**src/rtl/uart_tx_arb_if.sv**
```systemverilog
// Bus between the uart_tx_arb arbiter, its byte requesters and the shared uart_tx.
// The slave modport is the arbiter's view; the master modport is the surrounding logic's view.
interface uart_tx_arb_if #(
   parameter int unsigned NREQ = 4
);
   logic [NREQ-1:0]   req;
   logic [8*NREQ-1:0] req_data;
   logic [NREQ-1:0]   ack;
   logic [2:0]        grant_id;
   logic              arb_busy;
   logic              tx_start;
   logic [7:0]        tx_data;
   logic              tx_busy;
   logic              tx_end;
   logic              err;

   modport master (
      output req, req_data, tx_busy, tx_end,
      input  ack, grant_id, arb_busy, tx_start, tx_data, err
   );

   modport slave (
      input  req, req_data, tx_busy, tx_end,
      output ack, grant_id, arb_busy, tx_start, tx_data, err
   );
endinterface

```
**src/rtl/uart_tx_arb.sv**
```systemverilog
// Round-robin arbiter sharing one uart_tx among NREQ byte sources (NREQ 2..8).
// Define UART_ARB_TIMEOUT_EN to bound the WAIT state by TIMEOUT cycles with a sticky err flag.
module uart_tx_arb #(
   parameter int unsigned NREQ    = 4,
   parameter logic [15:0] TIMEOUT = 16'hFFFF
) (
   input logic          clk,
   input logic          reset,
   uart_tx_arb_if.slave bus
);
   typedef enum logic [1:0] {
      S_IDLE  = 2'd0,
      S_START = 2'd1,
      S_WAIT  = 2'd2,
      S_DONE  = 2'd3
   } state_t;

   state_t          state_q, state_d;
   logic [NREQ-1:0] ack_q, ack_d;
   logic [2:0]      grant_q, grant_d;
   logic [2:0]      rr_q, rr_d, rr_next;
   logic            start_q, start_d;
   logic [7:0]      data_q, data_d;
   logic            busy_q;

   logic            found;
   logic [2:0]      win;
   logic [7:0]      win_data;
   logic [3:0]      idx;
   logic [NREQ-1:0] req_rot;
   logic [3:0]      gnext;

`ifdef UART_ARB_TIMEOUT_EN
   logic [15:0]     cnt_q, cnt_d;
   logic            err_q, err_d;
`else
   logic            unused_timeout;
   assign unused_timeout = ^TIMEOUT;
`endif

   // First set request at or after rr_q, wrapping modulo NREQ
   always_comb begin
      found   = 1'b0;
      win     = '0;
      idx     = '0;
      req_rot = '0;
      for (int unsigned i = 0; i < NREQ; i++) begin
         idx = 4'(rr_q) + 4'(i);
         if (idx >= 4'(NREQ)) idx = idx - 4'(NREQ);
         req_rot = bus.req >> idx;
         if (!found && req_rot[0]) begin
            found = 1'b1;
            win   = idx[2:0];
         end
      end
   end

   assign win_data = 8'(bus.req_data >> {win, 3'b000});
   assign gnext    = 4'(grant_q) + 4'd1;
   assign rr_next  = (gnext == 4'(NREQ)) ? 3'd0 : gnext[2:0];

   // Next-state and next-output logic
   always_comb begin
      state_d = state_q;
      ack_d   = '0;
      grant_d = grant_q;
      rr_d    = rr_q;
      start_d = 1'b0;
      data_d  = data_q;
`ifdef UART_ARB_TIMEOUT_EN
      cnt_d   = cnt_q;
      err_d   = err_q;
`endif
      case (state_q)
         S_IDLE: begin
            if (found && !bus.tx_busy) begin
               grant_d = win;
               data_d  = win_data;
               start_d = 1'b1;
               state_d = S_START;
            end
         end
         S_START: begin
            state_d = S_WAIT;
`ifdef UART_ARB_TIMEOUT_EN
            cnt_d   = '0;
`endif
         end
         S_WAIT: begin
            if (bus.tx_end) begin
               ack_d   = NREQ'(1) << grant_q;
               rr_d    = rr_next;
               state_d = S_DONE;
            end
`ifdef UART_ARB_TIMEOUT_EN
            // tx_end takes priority over an expiring count in the same cycle
            else if (cnt_q + 16'd1 == TIMEOUT) begin
               err_d   = 1'b1;
               ack_d   = NREQ'(1) << grant_q;
               rr_d    = rr_next;
               state_d = S_DONE;
            end else begin
               cnt_d   = cnt_q + 16'd1;
            end
`endif
         end
         S_DONE: begin
            state_d = S_IDLE;
         end
         default: begin
            state_d = S_IDLE;
         end
      endcase
   end

   // State and output registers
   always_ff @(posedge clk) begin
      if (reset) begin
         state_q <= S_IDLE;
         ack_q   <= '0;
         grant_q <= '0;
         rr_q    <= '0;
         start_q <= 1'b0;
         data_q  <= 8'h00;
         busy_q  <= 1'b0;
`ifdef UART_ARB_TIMEOUT_EN
         cnt_q   <= '0;
         err_q   <= 1'b0;
`endif
      end else begin
         state_q <= state_d;
         ack_q   <= ack_d;
         grant_q <= grant_d;
         rr_q    <= rr_d;
         start_q <= start_d;
         data_q  <= data_d;
         busy_q  <= (state_d != S_IDLE);
`ifdef UART_ARB_TIMEOUT_EN
         cnt_q   <= cnt_d;
         err_q   <= err_d;
`endif
      end
   end

   assign bus.ack      = ack_q;
   assign bus.grant_id = grant_q;
   assign bus.arb_busy = busy_q;
   assign bus.tx_start = start_q;
   assign bus.tx_data  = data_q;
`ifdef UART_ARB_TIMEOUT_EN
   assign bus.err      = err_q;
`else
   assign bus.err      = 1'b0;
`endif
endmodule

```
**src/flat_wrapper.sv**
```systemverilog
// flat-port wrapper written by rule: the top's interface ports become plain ports
module uart_tx_arb_flat 
#(
   parameter int unsigned NREQ    = 4,
   parameter logic [15:0] TIMEOUT = 16'hFFFF
)
  (clk, reset, bus_req, bus_req_data, bus_tx_busy, bus_tx_end, bus_ack, bus_grant_id, bus_arb_busy, bus_tx_start, bus_tx_data, bus_err);
  uart_tx_arb_if #(.NREQ(NREQ)) bus_i ();
  input logic clk;
  input logic reset;
  input wire logic [$bits(bus_i.req)-1:0] bus_req;
  input wire logic [$bits(bus_i.req_data)-1:0] bus_req_data;
  input wire logic [$bits(bus_i.tx_busy)-1:0] bus_tx_busy;
  input wire logic [$bits(bus_i.tx_end)-1:0] bus_tx_end;
  output wire logic [$bits(bus_i.ack)-1:0] bus_ack;
  output wire logic [$bits(bus_i.grant_id)-1:0] bus_grant_id;
  output wire logic [$bits(bus_i.arb_busy)-1:0] bus_arb_busy;
  output wire logic [$bits(bus_i.tx_start)-1:0] bus_tx_start;
  output wire logic [$bits(bus_i.tx_data)-1:0] bus_tx_data;
  output wire logic [$bits(bus_i.err)-1:0] bus_err;
  assign bus_i.req = bus_req;
  assign bus_i.req_data = bus_req_data;
  assign bus_i.tx_busy = bus_tx_busy;
  assign bus_i.tx_end = bus_tx_end;
  assign bus_ack = bus_i.ack;
  assign bus_grant_id = bus_i.grant_id;
  assign bus_arb_busy = bus_i.arb_busy;
  assign bus_tx_start = bus_i.tx_start;
  assign bus_tx_data = bus_i.tx_data;
  assign bus_err = bus_i.err;
  uart_tx_arb #(.NREQ(NREQ), .TIMEOUT(TIMEOUT)) u_core (.clk(clk), .reset(reset), .bus(bus_i));
endmodule
```
**config.mk**
```make
export PLATFORM = sky130hd
export DESIGN_NAME = uart_tx_arb_flat
export DESIGN_NICKNAME = d
export VERILOG_FILES = /design/src/rtl/uart_tx_arb_if.sv /design/src/rtl/uart_tx_arb.sv /design/src/flat_wrapper.sv
export SDC_FILE = /design/constraint.sdc
export NUM_CORES = 1
export LEC_CHECK = 0
export ABC_AREA = 1
export BUFFER_PORTS_ARGS = -buffer_cell sky130_fd_sc_hd__clkbuf_2
export CAP_MARGIN = 20
export CELL_PAD_IN_SITES_DETAIL_PLACEMENT = 0
export CELL_PAD_IN_SITES_GLOBAL_PLACEMENT = 1
export CORE_UTILIZATION = 36
export CTS_BUF_LIST = sky130_fd_sc_hd__clkbuf_16
export DETAILED_ROUTE_END_ITERATION = 6
export GPL_TIMING_DRIVEN = 0
export PLACE_DENSITY_LB_ADDON = 0.1
export SLEW_MARGIN = 20
export SYNTH_ARGS = -nofsm -noshare
export SYNTH_HDL_FRONTEND = slang
export SYNTH_SLANG_ARGS = --single-unit
export TNS_END_PERCENT = 1
```
**constraint.sdc**
```tcl
create_clock -name clk -period 5 [get_ports clk]
set_input_delay 0.75 -clock clk [delete_from_list [all_inputs] [get_ports clk]]
set_output_delay 0.75 -clock clk [all_outputs]
set_load 0.1 [all_outputs]
```
**After elaboration in Yosys (flattened, before gate mapping)**

Cells that the tools add are included.

- Flip-flop bits (word level): 22
- Latch bits: 0
- Bits in writable memories: 0
- Bits in read-only memories: 0
- Bits of input ports: 40
- Memories kept: 0

- $add $sub $neg: 8
- Multipliers: 0
- Divide/modulo/power cells: 0
- Order comparisons: 4
- Equality and inequality tests: 4
- Shift operators: 6
- Mux-type cells: 17
- Bitwise operators: 3
- Reduce and logical (&&, ||, !) cells: 14

Operator list:

| kind | number |
|---|---|
| >> shifter 32 x 6 -> 8 bit | 1 |
| 2-to-1 mux 4 bit | 4 |
| >> shifter 4 x 4 -> 1 bit | 4 |
| 2-to-1 mux 3 bit | 5 |
| >= comparator 4 x 3 -> 1 bit, second input constant | 3 |
| subtractor 4 x 3 -> 4 bit, second input constant | 3 |
| adder 3 x 1 -> 4 bit, second input constant | 2 |
| adder 3 x 2 -> 4 bit, second input constant | 2 |
| case mux 2 bit (4 select lines) | 1 |
| 2-to-1 mux 1 bit | 5 |
| equality test 2 bit, second input constant | 2 |
| equality test 4 x 3 -> 1 bit, second input constant | 1 |
| logical AND 1 bit | 4 |
| logical NOT 1 bit | 4 |
| 2-to-1 mux 2 bit | 2 |
| AND reduction 2 bit | 2 |
| << shifter 1 x 3 -> 4 bit, first input constant | 1 |
| subtractor 3 x 3 -> 4 bit, second input constant | 1 |
| >= comparator 3 bit, second input constant | 1 |
| inverter 1 bit | 3 |
| OR reduction 3 bit | 1 |
| equality test 2 x 1 -> 1 bit, second input constant | 1 |
| logical NOT 2 bit | 1 |
| nonzero test 2 bit | 1 |
| OR reduction 2 bit | 1 |

**Depth between registers and ports, before layout**

- Word-level depth: 17
- Gate-level depth with buffers: 15
- Gate-level depth less buffers: 14

**Worst setup path after synthesis**

OpenSTA, ideal clock, no wires.

- Path kind: reg-to-reg
- From: register u_core.rr_q[1]
- To: register u_core.data_q[0], in the netlist u_core.bus.tx_data[0]
- Data arrival time: 2036 ps
- Required time: 4883 ps
- Slack: 2847 ps
- Stages on the path, launching flop included: 13
- Path buffers: 1
- Period minus slack after synthesis: 2153 ps
- Path through: dfxtp_1 inv_1 ha_1 inv_1 nand3_2 nand3_2 a21oi_2 nand2_1 nand3_4 buf_6 nor2_1 nor3b_1 nor2_1

- Longest elaborated chain between the ends: 15

RTL lines:

| item | RTL line | text |
|---|---|---|
| start, declared | uart_tx_arb.sv:21 | `logic [2:0] rr_q, rr_d, rr_next;` |
| start signal, assigned | uart_tx_arb.sv:134 | `rr_q <= rr_d;` |
| branches (longest 15 deep; another with adder 3 x 1 -> 4 bit) | -- |  |
| end signal, assigned | uart_tx_arb.sv:136 | `data_q <= data_d;` |
| end, declared | uart_tx_arb.sv:23 | `logic [7:0] data_q, data_d;` |

Parallel ways; which one is timed is not known.
A chain may end at the register's enable or synchronous reset.

**Final worst setup path**

- From: register u_core.rr_q[0]
- To: register u_core.data_q[7], in the netlist u_core.bus.tx_data[7]

The elaborated chain is that of the path after synthesis.

==> flow_summary_export.csv <==
group,metric,value,unit
status,status,"completed",
critical_path,worstSetupEndpointType,"register",
synthesis,ys_warn_count,0,
synthesis,synthCells,234,
critical_path,worstReg2RegEnd,"u_core.bus.tx_data[7]",
critical_path,critPathLaunchType,"register",
clocking,cts.reportedPaths.clkPinSlew,0.06,ns
floorplan,ios,58,
placement,placed_cells,339,
final_layout,final_common_cell,"clkbuf_2",
synthesis,synth-edff-count,0,
critical_path,max_stage_delay,0.50,ns
critical_path,cp_max_fo,8,
route,post_drt_wl_per_cell,10.8,um
final_layout,seqCellArea,440,um2
critical_path,rrSetupSlack,2.41,ns
synthesis,synth.avg_cell_area,6.58,um2
power_and_ir_drop,power_density,459,mW/mm2
global_route,met2_usage,29.0,%
synthesis,synthFlopType,"dfxtp_1",
final_layout,drive_gt1_share,28.3,%
global_route,grt_overflow,0,
timing,relSlewSlack,62.5,%
global_route,grt_busiest_layer,"met2",
clocking,ctsResizeCount,0,
route,drtIter0Drc,80,
final_layout,layout_common_cells,"clkbuf_2, nand2_1, inv_1",
timing,final.setup.tns,0,ns
final_layout,antenna_cells,0,
final_layout,fill_cells,449,
power_and_ir_drop,p_leak,0.00112,uW
route,ant_nets,0,
min_path,hp-start,"u_core.bus.grant_id[2]",
clocking,root_buffer,"clkbuf_16",
route,drc,0,
timing,finalSetupViolCount,0,
floorplan,initial_core_util,37.9,%
global_route,antenna_found_initial,0,
timing,slew_viol_final,0,
timing,hold_viol,0,
timing,fin_crit_sh,51.9,%
floorplan,dieArea,0.00454,mm2
clocking,cts_setup_buffers,0,
synthesis,seq_area_frac_synth,28.6,%
min_path,hold_depth,2,
critical_path,reg2reg_from,"u_core.rr_q[0]",
synthesis,synth_seq_cells,22,
clocking,clock_sinks,22,
critical_path,path_class,"reg -> reg",
final_layout,area_growth,28.8,%
min_path,hold_end,"u_core.bus.grant_id[2]",
global_route,grt_pass1_wl,6.19,mm
floorplan,core-area,0.00406,mm2
global_route,grt_util_met3,4.56,%
placement,routabilityCongestion,0.768,
global_route,gr-usage-met1,24.0,%
critical_path,crit_chain,"inv_2 > ha_1 > inv_1 > nand3_2 > nand3_2 > inv_2 > nand3_1 > nand3_1 > a21oi_1 > nand3_1 > nand3_1 > nand2_1 > inv_1",
synthesis,syn-num-nets,280,
final_layout,fin_cells,343,
min_path,hold_class,"reg -> reg",
clocking,numCtsBuffers,3,
clocking,htreeDepth,1,
route,vias_per_cell,4.77,
synthesis,netlist_area,0.00154,mm2
critical_path,reg2reg_depth,13,
route,drtPass1Iterations,4,
power_and_ir_drop,peakVddDrop,0.263,mV
timing,max_freq,0.386,GHz
synthesis,synth_cell_types,26,
flow_run,max_cap_violations,0,
global_route,grt_pass1_vias,1401,
clocking,ctsHoldBuffers,0,
synthesis,async_flop_share,0,%
final_layout,final_nets,340,
critical_path,crit_arrival,2.80,ns
final_layout,multiInputGateArea,861,um2
timing,min_period,2.59,ns
clocking,cts_buffer_depth,2,
route,routed_wirelength,3.70,mm
floorplan,die_x,67.4,um
critical_path,cp.required,5.20,ns
critical_path,slowest_stage,"dfxtp_1",
placement,place_hpwl,2.92,mm
timing,finClkSkew,0.00103,ns
critical_path,cpMostUsedCell,"nand3_1",
clocking,clkLatencyLatePin,0.25,ns
floorplan,rows,23,
global_route,grt_max_degree,14,
global_route,grt_usage,17.6,%
route,vias,1635,
timing,tightest_slew,0.562,ns
floorplan,die_h,67.4,um
timing,grt_setup_unrepaired,"no",
placement,portBuffers,55,
clocking,cts_tree,"done",
==> cell usage after synthesis, types with 2 or more instances <==
library cell  number  share of area, %
nand2_1           49                12
inv_1             44                11
nand3_1           31                10
dfxtp_1           22                29
nand4_1           16               6.5
nor2_1            16               3.9
o21a_1             8               3.9
a21oi_1            7               2.3
ha_1               6               4.9
nand3_2            5               3.3
buf_2              4               1.3
inv_2              4              0.98
nand2_2            4               1.6
o21ai_0            3              0.98
buf_6              2               1.5
clkbuf_1           2              0.49
nor3b_1            2              0.98
==> flip-flops by register name, summed over array words and instances (netlist names) <==
name                 count
u_core.state_q           2
u_core.bus.arb_busy      1
u_core.bus.tx_data       8
u_core.bus.grant_id      3
u_core.rr_q              3
u_core.bus.tx_start      1
u_core.bus.ack           4
==> worst max-delay path: cells and delay by family, from the launching register on <==
kind | cells | cell delay, ns
AOI/OAI and AO/OA | 1 | 0.46
adders and majority gates | 1 | 0.38
buffers and inverters | 4 | 0.42
DFF | 1 | 0.50
and+or+nand+nor | 7 | 0.77
==> stage by stage <==
stage	cell area [um2]	total power [uW]	utilization, %	worst slack (ns)	hold slack (ns)
finish	1980	909	48.8	2.41	0.470
global route	1980	969	48.8	2.18	0.503
CTS	1980	916	48.8	2.45	0.474
detailed placement	1880	691	46.3	2.46	0.464
global placement	1880	690	46.3	2.46	0.468
floorplan	1540	603	-	2.85	0.504
==> cell type report <==
type	count	share of cell area [%]
clock inverters	1	1.52
inverters	48	9.09
plain buffers	9	2.90
multi-input cells	155	43.4
clock buffers	3	3.79
well taps	50	3.16
repair buffers	55	13.9
flip-flops and latches	22	22.2
==> cells by family (layout without fill, tap and decap cells) <==
| family | after synthesis | after routing | synth area share [%] |
|---|---|---|---|
| compound gates | 21 | 21 | 9.27 |
| flops | 22 | 22 | 28.6 |
| simple gates | 127 | 127 | 41.5 |
| fa+ha+maj | 6 | 6 | 4.88 |
| other cells | 1 | 1 | 0.244 |
| buf+inv | 57 | 116 | 15.4 |
==> worst max-delay path by stage <==
stage / to / depth (start not counted) / slack, ns / startpoint
6_report: u_core.bus.tx_data[7] / 13 / 2.41 / u_core.rr_q[0]
5_1_grt: u_core.bus.tx_data[7] / 13 / 2.18 / u_core.rr_q[1]
3_3_place_gp: u_core.bus.tx_data[3] / 13 / 2.46 / u_core.rr_q[0]
4_1_cts: u_core.bus.tx_data[3] / 13 / 2.45 / u_core.rr_q[0]
3_5_place_dp: u_core.bus.tx_data[1] / 12 / 2.46 / u_core.rr_q[0]
2_1_floorplan: u_core.bus.tx_data[0] / 12 / 2.85 / u_core.rr_q[1]
==> routing by layer <==
metal	up-vias	part of all wire (%)
met4	0	0.22
met2	46	45
met1	725	49
met3	2	5.6
met5	-	0
li1	862	-
==> report_power, final <==
group | internal, uW | switching [uW]
clock network | 159 | 64.6
logic | 119 | 343
registers | 204 | 19.8
total | 482 | 427
Note: power is estimated with default switching activity, not from simulation.
